--- src/rtl/interface_coprocessador.sv ---
// ----------------------------------------------------------------------------
// interface_coprocessador
//
// Purpose:
//   Host-side front end for the matrix coprocessor. A byte-wide command
//   stream is assembled into the opcode, scalar and the flat A/B operand
//   vectors that drive the coprocessor. Once a frame is complete the block
//   waits one cycle for the coprocessor, captures its result, and streams
//   it back one word at a time. Both streams use valid/ready handshakes.
//
// Frame: opcode, escalar, N*N bytes of A, N*N bytes of B (row-major).
// Response: ops 0..5 -> N*N result elements; op 6 -> determinant;
//           op 7 -> a single zero word with a one-cycle erro pulse.
//
// Ports:
//   clk, rst               single clock, synchronous active-high reset
//   in_valid/in_ready      command byte handshake, in_data is the byte
//   out_valid/out_ready    result word handshake, out_data is the word
//   out_last               marks the final word of a response
//   erro                   pulses while the invalid-opcode word is accepted
//   busy                   high whenever the block is not idle
//   operacao, escalar, A, B   registered operands driven to the coprocessor
//   resultado, det            coprocessor outputs sampled in CALC
// ----------------------------------------------------------------------------
module interface_coprocessador #(
    parameter int N = 3,
    parameter int WIDTH = 8,
    localparam int RW = 2*WIDTH+3,
    localparam int DW = 3*WIDTH+1
) (
    input  logic                   clk,
    input  logic                   rst,
    input  logic                   in_valid,
    output logic                   in_ready,
    input  logic [WIDTH-1:0]       in_data,
    output logic                   out_valid,
    input  logic                   out_ready,
    output logic [DW-1:0]          out_data,
    output logic                   out_last,
    output logic                   erro,
    output logic                   busy,
    output logic [2:0]             operacao,
    output logic [WIDTH-1:0]       escalar,
    output logic [N*N*WIDTH-1:0]   A,
    output logic [N*N*WIDTH-1:0]   B,
    input  logic [N*N*RW-1:0]      resultado,
    input  logic [DW-1:0]          det
);

    localparam int NN = N*N;
    localparam int CW = (NN > 1) ? $clog2(NN) : 1;
    localparam logic [CW-1:0] LAST_ELEM = CW'(NN-1);

    typedef enum logic [2:0] {
        OCIOSO,
        ESCALAR,
        CARGA_A,
        CARGA_B,
        CALC,
        ENVIO
    } state_t;

    state_t r_state;
    state_t w_next;

    logic [CW-1:0]    r_cnt;
    logic [2:0]       r_op;
    logic [WIDTH-1:0] r_esc;
    logic [WIDTH-1:0] r_matA [NN];
    logic [WIDTH-1:0] r_matB [NN];
    logic [DW-1:0]    r_res [NN];
    logic [DW-1:0]    r_det;

    logic             w_inXfer;
    logic             w_outXfer;
    logic             w_cntEnd;
    logic [CW-1:0]    w_lastIdx;

    assign w_inXfer  = in_valid && in_ready;
    assign w_outXfer = out_valid && out_ready;
    assign w_cntEnd  = (r_cnt == LAST_ELEM);

    // Opcodes 6 and 7 answer with a single word, everything else returns
    // the whole N*N result matrix.
    assign w_lastIdx = (r_op == 3'd6 || r_op == 3'd7) ? '0 : LAST_ELEM;

    // State register: reset always drops back to idle, discarding any
    // partially received frame or partially sent response.
    always_ff @(posedge clk) begin
        if (rst) begin
            r_state <= OCIOSO;
        end else begin
            r_state <= w_next;
        end
    end

    // Next-state logic: loading states advance on input transfers, CALC
    // lasts exactly one cycle, and ENVIO ends on the final output transfer.
    always_comb begin
        w_next = r_state;
        case (r_state)
            OCIOSO:  if (w_inXfer) w_next = ESCALAR;
            ESCALAR: if (w_inXfer) w_next = CARGA_A;
            CARGA_A: if (w_inXfer && w_cntEnd) w_next = CARGA_B;
            CARGA_B: if (w_inXfer && w_cntEnd) w_next = CALC;
            CALC:    w_next = ENVIO;
            ENVIO:   if (w_outXfer && r_cnt == w_lastIdx) w_next = OCIOSO;
            default: w_next = OCIOSO;
        endcase
    end

    // Output logic: in_ready is held low during the reset cycle so no byte
    // can slip in while the state is being forced. out_data is selected from
    // captured registers via the element counter, which freezes while the
    // host stalls, so the word stays stable without an extra holding register.
    always_comb begin
        in_ready  = 1'b0;
        out_valid = 1'b0;
        out_last  = 1'b0;
        out_data  = '0;
        erro      = 1'b0;
        busy      = (r_state != OCIOSO);
        case (r_state)
            OCIOSO, ESCALAR, CARGA_A, CARGA_B: begin
                in_ready = !rst;
            end
            ENVIO: begin
                out_valid = 1'b1;
                out_last  = (r_cnt == w_lastIdx);
                if (r_op == 3'd7) begin
                    out_data = '0;
                    erro     = out_ready;
                end else if (r_op == 3'd6) begin
                    out_data = r_det;
                end else begin
                    out_data = r_res[r_cnt];
                end
            end
            default: begin
            end
        endcase
    end

    // Element counter: restarts on entry to each matrix load and to the
    // response, and saturates at the last element index.
    always_ff @(posedge clk) begin
        if (rst) begin
            r_cnt <= '0;
        end else if (w_next != r_state &&
                     (w_next == CARGA_A || w_next == CARGA_B || w_next == ENVIO)) begin
            r_cnt <= '0;
        end else if ((((r_state == CARGA_A) || (r_state == CARGA_B)) && w_inXfer) ||
                     ((r_state == ENVIO) && w_outXfer)) begin
            if (!w_cntEnd) begin
                r_cnt <= r_cnt + 1'b1;
            end
        end
    end

    // Operand registers: each field only changes on the transfer of its own
    // byte, so the coprocessor sees stable inputs through CALC and ENVIO.
    always_ff @(posedge clk) begin
        if (rst) begin
            r_op  <= '0;
            r_esc <= '0;
            for (int i = 0; i < NN; i++) begin
                r_matA[i] <= '0;
                r_matB[i] <= '0;
            end
        end else if (w_inXfer) begin
            case (r_state)
                OCIOSO:  r_op <= in_data[2:0];
                ESCALAR: r_esc <= in_data;
                CARGA_A: r_matA[r_cnt] <= in_data;
                CARGA_B: r_matB[r_cnt] <= in_data;
                default: begin
                end
            endcase
        end
    end

    // Result capture: at the closing edge of CALC every result element is
    // sign-extended to the output word width, together with the determinant.
    always_ff @(posedge clk) begin
        if (rst) begin
            r_det <= '0;
            for (int i = 0; i < NN; i++) begin
                r_res[i] <= '0;
            end
        end else if (r_state == CALC) begin
            r_det <= det;
            for (int i = 0; i < NN; i++) begin
                r_res[i] <= DW'($signed(resultado[i*RW +: RW]));
            end
        end
    end

    // Flatten the operand arrays into the packed buses the coprocessor expects,
    // element i at [i*WIDTH +: WIDTH].
    always_comb begin
        operacao = r_op;
        escalar  = r_esc;
        A = '0;
        B = '0;
        for (int i = 0; i < NN; i++) begin
            A[i*WIDTH +: WIDTH] = r_matA[i];
            B[i*WIDTH +: WIDTH] = r_matB[i];
        end
    end

endmodule
--- config.mk ---
export PLATFORM = sky130hd
export DESIGN_NAME = interface_coprocessador
export DESIGN_NICKNAME = d
export VERILOG_FILES = /design/src/rtl/interface_coprocessador.sv
export SDC_FILE = /design/constraint.sdc
export NUM_CORES = 1
export LEC_CHECK = 0
export ABC_AREA = 1
export CAP_MARGIN = 25
export CORE_UTILIZATION = 30
export DETAILED_ROUTE_END_ITERATION = 10
export DONT_BUFFER_PORTS = 1
export MAX_ROUTING_LAYER = met4
export PLACE_DENSITY = 0.49
export SYNTH_ARGS = -nofsm -noshare
export SYNTH_HDL_FRONTEND = slang
export SYNTH_SLANG_ARGS = --single-unit
--- constraint.sdc ---
create_clock -name clk -period 3.41 [get_ports clk]
set_input_delay 0.341 -clock clk [delete_from_list [all_inputs] [get_ports clk]]
set_output_delay 0.341 -clock clk [all_outputs]
set_load 0.005 [all_outputs]
==> results by group, run 1 <==
Synthesis
  – Most common cell in the netlist: nor2_1
  – Area fraction of the dominant cell type after synthesis: 62.17%
  – Mapped cell area: 15210 µm²
  – Mean Syn Cell Area: 10.54 µm²
  – Yosys reg bits: 362
  – Ys Warns: 0
  – Syn Inst Count: 1444
  – Synth top area cells: edfxtp_1 62%, nor2_1 10%, dfxtp_1 6.2%
  – Synthesized net count: 1656
  – Asr flop ratio synth: 0%
  – Primary FF master, synth: edfxtp_1
  – Seq/Total Area, Yosys: 68.36%
  – Commonest cells post-synth: 411 x nor2_1, 315 x edfxtp_1, 247 x inv_1
  – Largest area contributor in the netlist: edfxtp_1
  – Library cells used by synthesis: 30
  – Post-synth EDFFs: 315

Die
  – Core box area: 50070 µm²
  – Die height: 227.2 µm
  – FP Rows: 82
  – Die width: 227.2 µm
  – Die area: 51620 µm²
  – IO Count: 393
  – Starting Density: 30.39%

Drt
  – Antenna-violating nets left: 0
  – Via density per instance: 4.657
  – DR pass1 iterations: 5
  – Vias: 10.33k
  – WL per Instance: 20.50 µm
  – First DRT Iteration DRCs: 727
  – WL final: 45480 µm
  – Drt drc: 0

Place
  – Dpl hpwl: 31390 µm
  – Port Buf Inserts: 0
  – Dpl ws: 0.8819 ns
  – Placed instance area: 15900 µm²
  – Routability Congestion: 0.8245

STA
  – Setup slack after layout: 0.3082 ns
  – Tcrit/Tclk final: 90.96%
  – Setup TNS: 0 ns
  – Crit path time final: 3.102 ns
  – Final max-slew violation count: 0
  – Final Skew: 0.01870 ns
  – Final hold vios: 0
  – Relative max-transition margin: 30.26%
  – Least-Margin Pin Slew: 1.045 ns
  – RSZ-0062 raised after global routing: no
  – Fmax: 322.4 MHz
  – Post-Route Hold Slack: 0.02111 ns
  – Count of final setup violators: 0

Setup path
  – Critical Path Sink Type: output pin
  – Req. time, crit path: 3.07 ns
  – Worst path arrival time: 2.76 ns
  – Startpoint Class: flop
  – Reg2Reg Setup Slack: 1.25 ns
  – Worst setup path class: flop to output pin
  – Reg2reg start: r_state[2]$_SDFF_PP0_
  – CP Max Fanout: 27

Clocking
  – Clock Tree Buf Depth: 3
  – Worst-Skew Late Latency: 0.55 ns
  – CTS root buf: clkbuf_16
  – CTS sink cnt: 362
  – CTS tree: built
  – H-tree Lvls: 2
  – CTS Buf Count: 41
  – Post-cts resize count: 0
  – Clock transition at path regs: 0.06 ns
  – Hold buffers post-CTS: 93
  – Post-CTS Setup Repair Bufs: 0

Global route
  – Antenna violations before repair: 0
  – Total congestion overflow: 0
  – First-pass GRT wire length: 64920 µm
  – Vias in the first global route: 10.08k
  – GRT Total Usage: 17.64%
  – Largest net degree at the start of global routing: 145

Layout
  – Fin area: 18100 µm²
  – Area growth, synth to finish: 18.95%
  – Final #Nets: 1731
  – # diodes: 0
  – Share of cells above drive strength 1: 6.529%

Power
  – Switching Fraction: 21.69%
  – Logic pwr share: 4.0%
  – Leakage: 7.308 nW
  – PD cells: 532.3 nW/µm²
  – Clock network power share: 43.9%
  – Peak supply drop: 0.2645 mV
  – Cell internal pwr: 7.544 mW
  – NetSw: 2.089 mW
  – Seq pwr share: 52.1%

Flow run
  – Max-cap viol count: 0

Run status
  – Outcome: finished, final reports clean

Hold path
  – Hold wc startpoint: resultado[162]
  – Tightest Hold Check Type: input pin to flop
==> per-layer routing <==
metal  vias to the layer above  share of wire (%)  global-route usage [%]
met4                         0                2.4                   5.326
met2                       435                 50                   29.47
met5                         -                  0                       -
li1                       4900                  -                       -
met3                        63                7.1                   3.833
met1                      4935                 41                   21.22
==> layout by cell type, fill, tap and decap left out, drive strengths merged, types with 31 or more instances in the layout <==
| master | n |
|---|---|
| nor2 | 418 |
| edfxtp | 315 |
| inv | 250 |
| o21ai | 101 |
| dlygate4sd3 | 93 |
| nand2 | 58 |
| a21oi | 56 |
| clkbuf | 52 |
| dfxtp | 47 |
| nand3 | 32 |
| o221ai | 31 |
==> cell families (layout without fill, tap and decap cells) <==
logic type | Yosys count | count (layout) | share of synthesized area [%]
mux | 10 | 10 | 0.6661
buf+inv | 329 | 432 | 8.331
compound gates | 225 | 225 | 8.561
simple gates | 511 | 511 | 13.59
flops | 362 | 362 | 68.36
fa+ha+maj | 4 | 4 | 0.3290
xor+xnor | 3 | 3 | 0.1727
==> worst paths after layout <==
check / end / cells past startpoint
setup / recovery: out_data[7] / 5
hold / removal: r_res[8][10]$_SDFFCE_PN0P_ / 2
setup reg to reg: r_matB[7][7]$_SDFFCE_PN0P_ / 5
hold reg to reg: r_det[6]$_SDFFE_PP0N_ / 2
==> sequential cells by signal, indices dropped and copies added (netlist names), named ones only <==
name / flops
escalar: 8
operacao: 3
r_cnt: 4
r_det: 25
r_matA: 72
r_matB: 72
r_res: 171
r_state: 3
==> through the flow <==
| step | total power, mW | util (%) | cells |
|---|---|---|---|
| after floorplan | 5.264 | - | 1444 |
| after global placement | 5.414 | 31.76 | 2055 |
| after detailed placement | 5.417 | 31.76 | 2055 |
| after CTS | 9.741 | 36.15 | 2219 |
| after global routing | 9.944 | 36.15 | 2219 |
| final | 9.633 | 36.15 | 2219 |
==> final cells by class <==
type / instances / area (µm²)
fillers: 5015 / 31970
clock buffers: 52 / 1087
repair buffers: 106 / 1066
flip-flops and latches: 362 / 10400
well taps: 672 / 840.8
clock inverters: 19 / 175.2
multi-input cells: 753 / 3568
inverters: 255 / 957.2
==> critical path, stage by stage, from the launching register on <==
cell and delay (ns):
dfxtp_2 0.32, inv_1 0.66, o21ai_0 0.22, o221ai_1 0.42, nand3_1 0.29, a21oi_1 0.28
==> power groups by stage <==
stage / clock network (mW) / logic, mW / registers, mW
floorplan: 0 / 0.193 / 5.07
global placement: 0 / 0.302 / 5.11
detailed placement: 0 / 0.304 / 5.11
CTS: 4.33 / 0.395 / 5.02
global route: 4.49 / 0.426 / 5.03
finish: 4.23 / 0.388 / 5.02
Power figures use the tool's default switching activity.
==> run 2, diff against run 1 <==
--- a/config.mk
+++ b/config.mk
@@ -12,6 +12,7 @@
 export DONT_BUFFER_PORTS = 1
 export MAX_ROUTING_LAYER = met4
 export PLACE_DENSITY = 0.49
+export SETUP_SLACK_MARGIN = 0.05
 export SYNTH_ARGS = -nofsm -noshare
 export SYNTH_HDL_FRONTEND = slang
 export SYNTH_SLANG_ARGS = --single-unit
==> constraint.sdc (replaced) <==
create_clock -name clk -period 3.41 [get_ports clk]
set_input_delay 0.682 -clock clk [delete_from_list [all_inputs] [get_ports clk]]
set_output_delay 0.682 -clock clk [all_outputs]
set_load 0.005 [all_outputs]
==> results by group, run 2 (synthesized netlist as in run 1, its figures left out) <==
Clocking
  – H-tree Lvls: 2
  – Worst-Skew Late Latency: 0.56 ns
  – CTS sink cnt: 362
  – CTS tree: built
  – Hold buffers post-CTS: 0
  – Clock Tree Buf Depth: 3
  – CTS root buf: clkbuf_16
  – Clock transition at path regs: 0.06 ns
  – CTS Buf Count: 41

Drt
  – First DRT Iteration DRCs: 701
  – DR pass1 iterations: 5
  – WL final: 43960 µm
  – Drt drc: 0
  – WL per Instance: 20.59 µm
  – Via density per instance: 4.677
  – Vias: 9986
  – Antenna-violating nets left: 0

STA
  – Count of final setup violators: 0
  – Tcrit/Tclk final: 93.61%
  – Final hold vios: 0
  – Crit path time final: 3.192 ns
  – Relative max-transition margin: 29.45%
  – RSZ-0062 raised after global routing: no
  – Setup TNS: 0 ns
  – Final Skew: 0.01377 ns
  – Fmax: 313.3 MHz
  – Post-Route Hold Slack: 0.1952 ns
  – Least-Margin Pin Slew: 1.058 ns
  – Final max-slew violation count: 0

Die
  – Starting Density: 30.39%
  – Die height: 227.2 µm
  – Die width: 227.2 µm
  – FP Rows: 82
  – Core box area: 50070 µm²
  – IO Count: 393
  – Die area: 51620 µm²

Global route
  – First-pass GRT wire length: 62700 µm
  – Largest net degree at the start of global routing: 167
  – Antenna violations before repair: 0
  – Total congestion overflow: 0
  – Vias in the first global route: 9572
  – GRT Total Usage: 17.16%

Layout
  – Share of cells above drive strength 1: 8.066%
  – Area growth, synth to finish: 14.25%
  – Final #Nets: 1645
  – Commonest cells after routing, fill and taps aside: 411 x nor2_1, 315 x edfxtp_1, 246 x inv_1, 96 x o21ai_0, 56 x a21oi_1
  – Commonest non-fill, non-tap cell in the layout: nor2_1
  – Top flop regs: r_res: 171 flops, r_matA: 72 flops, r_matB: 72 flops
  – Register Area: 10400 µm²
  – Max FFs per register: 171
  – # diodes: 0
  – Multi-input gate area: 3568 µm²
  – Non-Filler Instances: 2135
  – Most flop-heavy register: r_res
  – # fillers: 5083

Setup path
  – Worst Reg2Reg Path Length in Cells: 3
  – Levels on crit path: 6
  – Worst setup path class: flop to output pin
  – Reg2Reg Setup Slack: 1.18 ns
  – Crit path max-delay family: simple AND/OR/NAND/NOR gates
  – Setup crit end: out_data[17]
  – CP max stage delay: 0.53 ns
  – Critical Path Sink Type: output pin
  – Worst reg2reg endpoint: r_res[8][1]$_SDFFCE_PN0P_
  – CP Max Fanout: 18
  – Worst path arrival time: 2.51 ns
  – Reg2reg start: r_state[2]$_SDFF_PP0_
  – Req. time, crit path: 2.73 ns
  – WP buf/inv: 1
  – Startpoint Class: flop
  – CP Launch Point: r_state[0]$_SDFF_PP0_
  – Slowest CP cell: dfxtp_1
  – CP cell instances: nand2_1 -> nor2_4 -> nand2_2 -> inv_2 -> o21ai_0 -> a21oi_1

Place
  – Placed cells: 2061
  – Dpl hpwl: 30740 µm
  – Routability Congestion: 0.8029
  – Port Buf Inserts: 0

Power
  – Peak supply drop: 0.2846 mV
  – Switching Fraction: 22.10%
  – NetSw: 2.184 mW
  – Seq pwr share: 50.8%
  – Logic pwr share: 3.0%
  – Cell internal pwr: 7.697 mW
  – PD cells: 568.4 nW/µm²
  – Leakage: 7.020 nW
  – Clock network power share: 46.2%

Run status
  – Outcome: finished, final reports clean

Hold path
  – Tightest Hold Check Type: input pin to flop

Flow run
  – Max-cap viol count: 0
## run 2: changes by cell type in the layout (fill, tap and decap cells not counted), moves of 2 or more
cell / previous run / this run
buf_12: 3 / 6
dlygate4sd3_1: 93 / 0
inv_6: 1 / 5
clkinvlp_4: 0 / 3
bufinv_16: 3 / 6
clkbuf_8: 2 / 0
clkinv_1: 11 / 6
buf_4: 10 / 13
clkbuf_1: 9 / 6
clkinv_4: 2 / 5
## run 2: how the worst min path moves through the flow
stage,from,depth (start not counted),end
2_1_floorplan,r_det[0]$_SDFFE_PP0N_,2,r_det[0]$_SDFFE_PP0N_
3_3_place_gp,r_det[8]$_SDFFE_PP0N_,2,r_det[8]$_SDFFE_PP0N_
3_5_place_dp,r_det[15]$_SDFFE_PP0N_,2,r_det[15]$_SDFFE_PP0N_
4_1_cts,rst,1,r_state[0]$_SDFF_PP0_
5_1_grt,rst,1,r_state[0]$_SDFF_PP0_
6_report,rst,1,r_state[0]$_SDFF_PP0_
## run 2: what timing repair did
item,in CTS,in global routing
setup buffers,0,0
setup endpoints to repair,0,1
resized for setup,0,1
## run 2: power by group through the flow
stage          Combinational, mW  Clock [mW]  Sequential (mW)
2_1_floorplan              0.193           0             5.07
3_3_place_gp               0.299           0             5.11
3_5_place_dp               0.301           0             5.11
4_1_cts                    0.303        4.67             5.02
5_1_grt                    0.332        4.84             5.03
6_report                   0.298        4.57             5.02
## run 2: worst reg2reg max path, delay by kind of cell (launching register included)
kind / cells / cell delay (ns)
AOI/OAI and AO/OA: 1 / 0.30
buffers and inverters: 2 / 0.68
DFF: 1 / 0.52
## run 2: per-stage QoR
step / total power [mW] / utilization [%] / worst slack (ns) / cell area, µm²
final: 9.881 / 34.72 / 0.2178 / 17380
after global routing: 10.20 / 34.72 / 0.05652 / 17380
after CTS: 9.987 / 34.69 / 0.1304 / 17370
after detailed placement: 5.414 / 31.93 / 0.7592 / 15990
after global placement: 5.411 / 31.93 / 0.7762 / 15990
after floorplan: 5.264 / - / 0.7499 / 15220
## run 2: layout make-up
class / count / area share [%]
multi-input combinational: 753 / 20.53
clock inverter: 26 / 1.907
timing repair buffer: 20 / 1.339
clock buffer: 47 / 6.032
tap: 672 / 4.837
inverter: 255 / 5.514
sequential: 362 / 59.84
## run 2: layer usage
metal  global-route usage (%)  wire (µm)  vias to the layer above
met5                        -          0                        -
met4                    5.672       1282                        0
met3                    4.014       2977                       74
met2                    28.21      21530                      390
met1                    20.70      18170                     4799
li1                         -          -                     4723
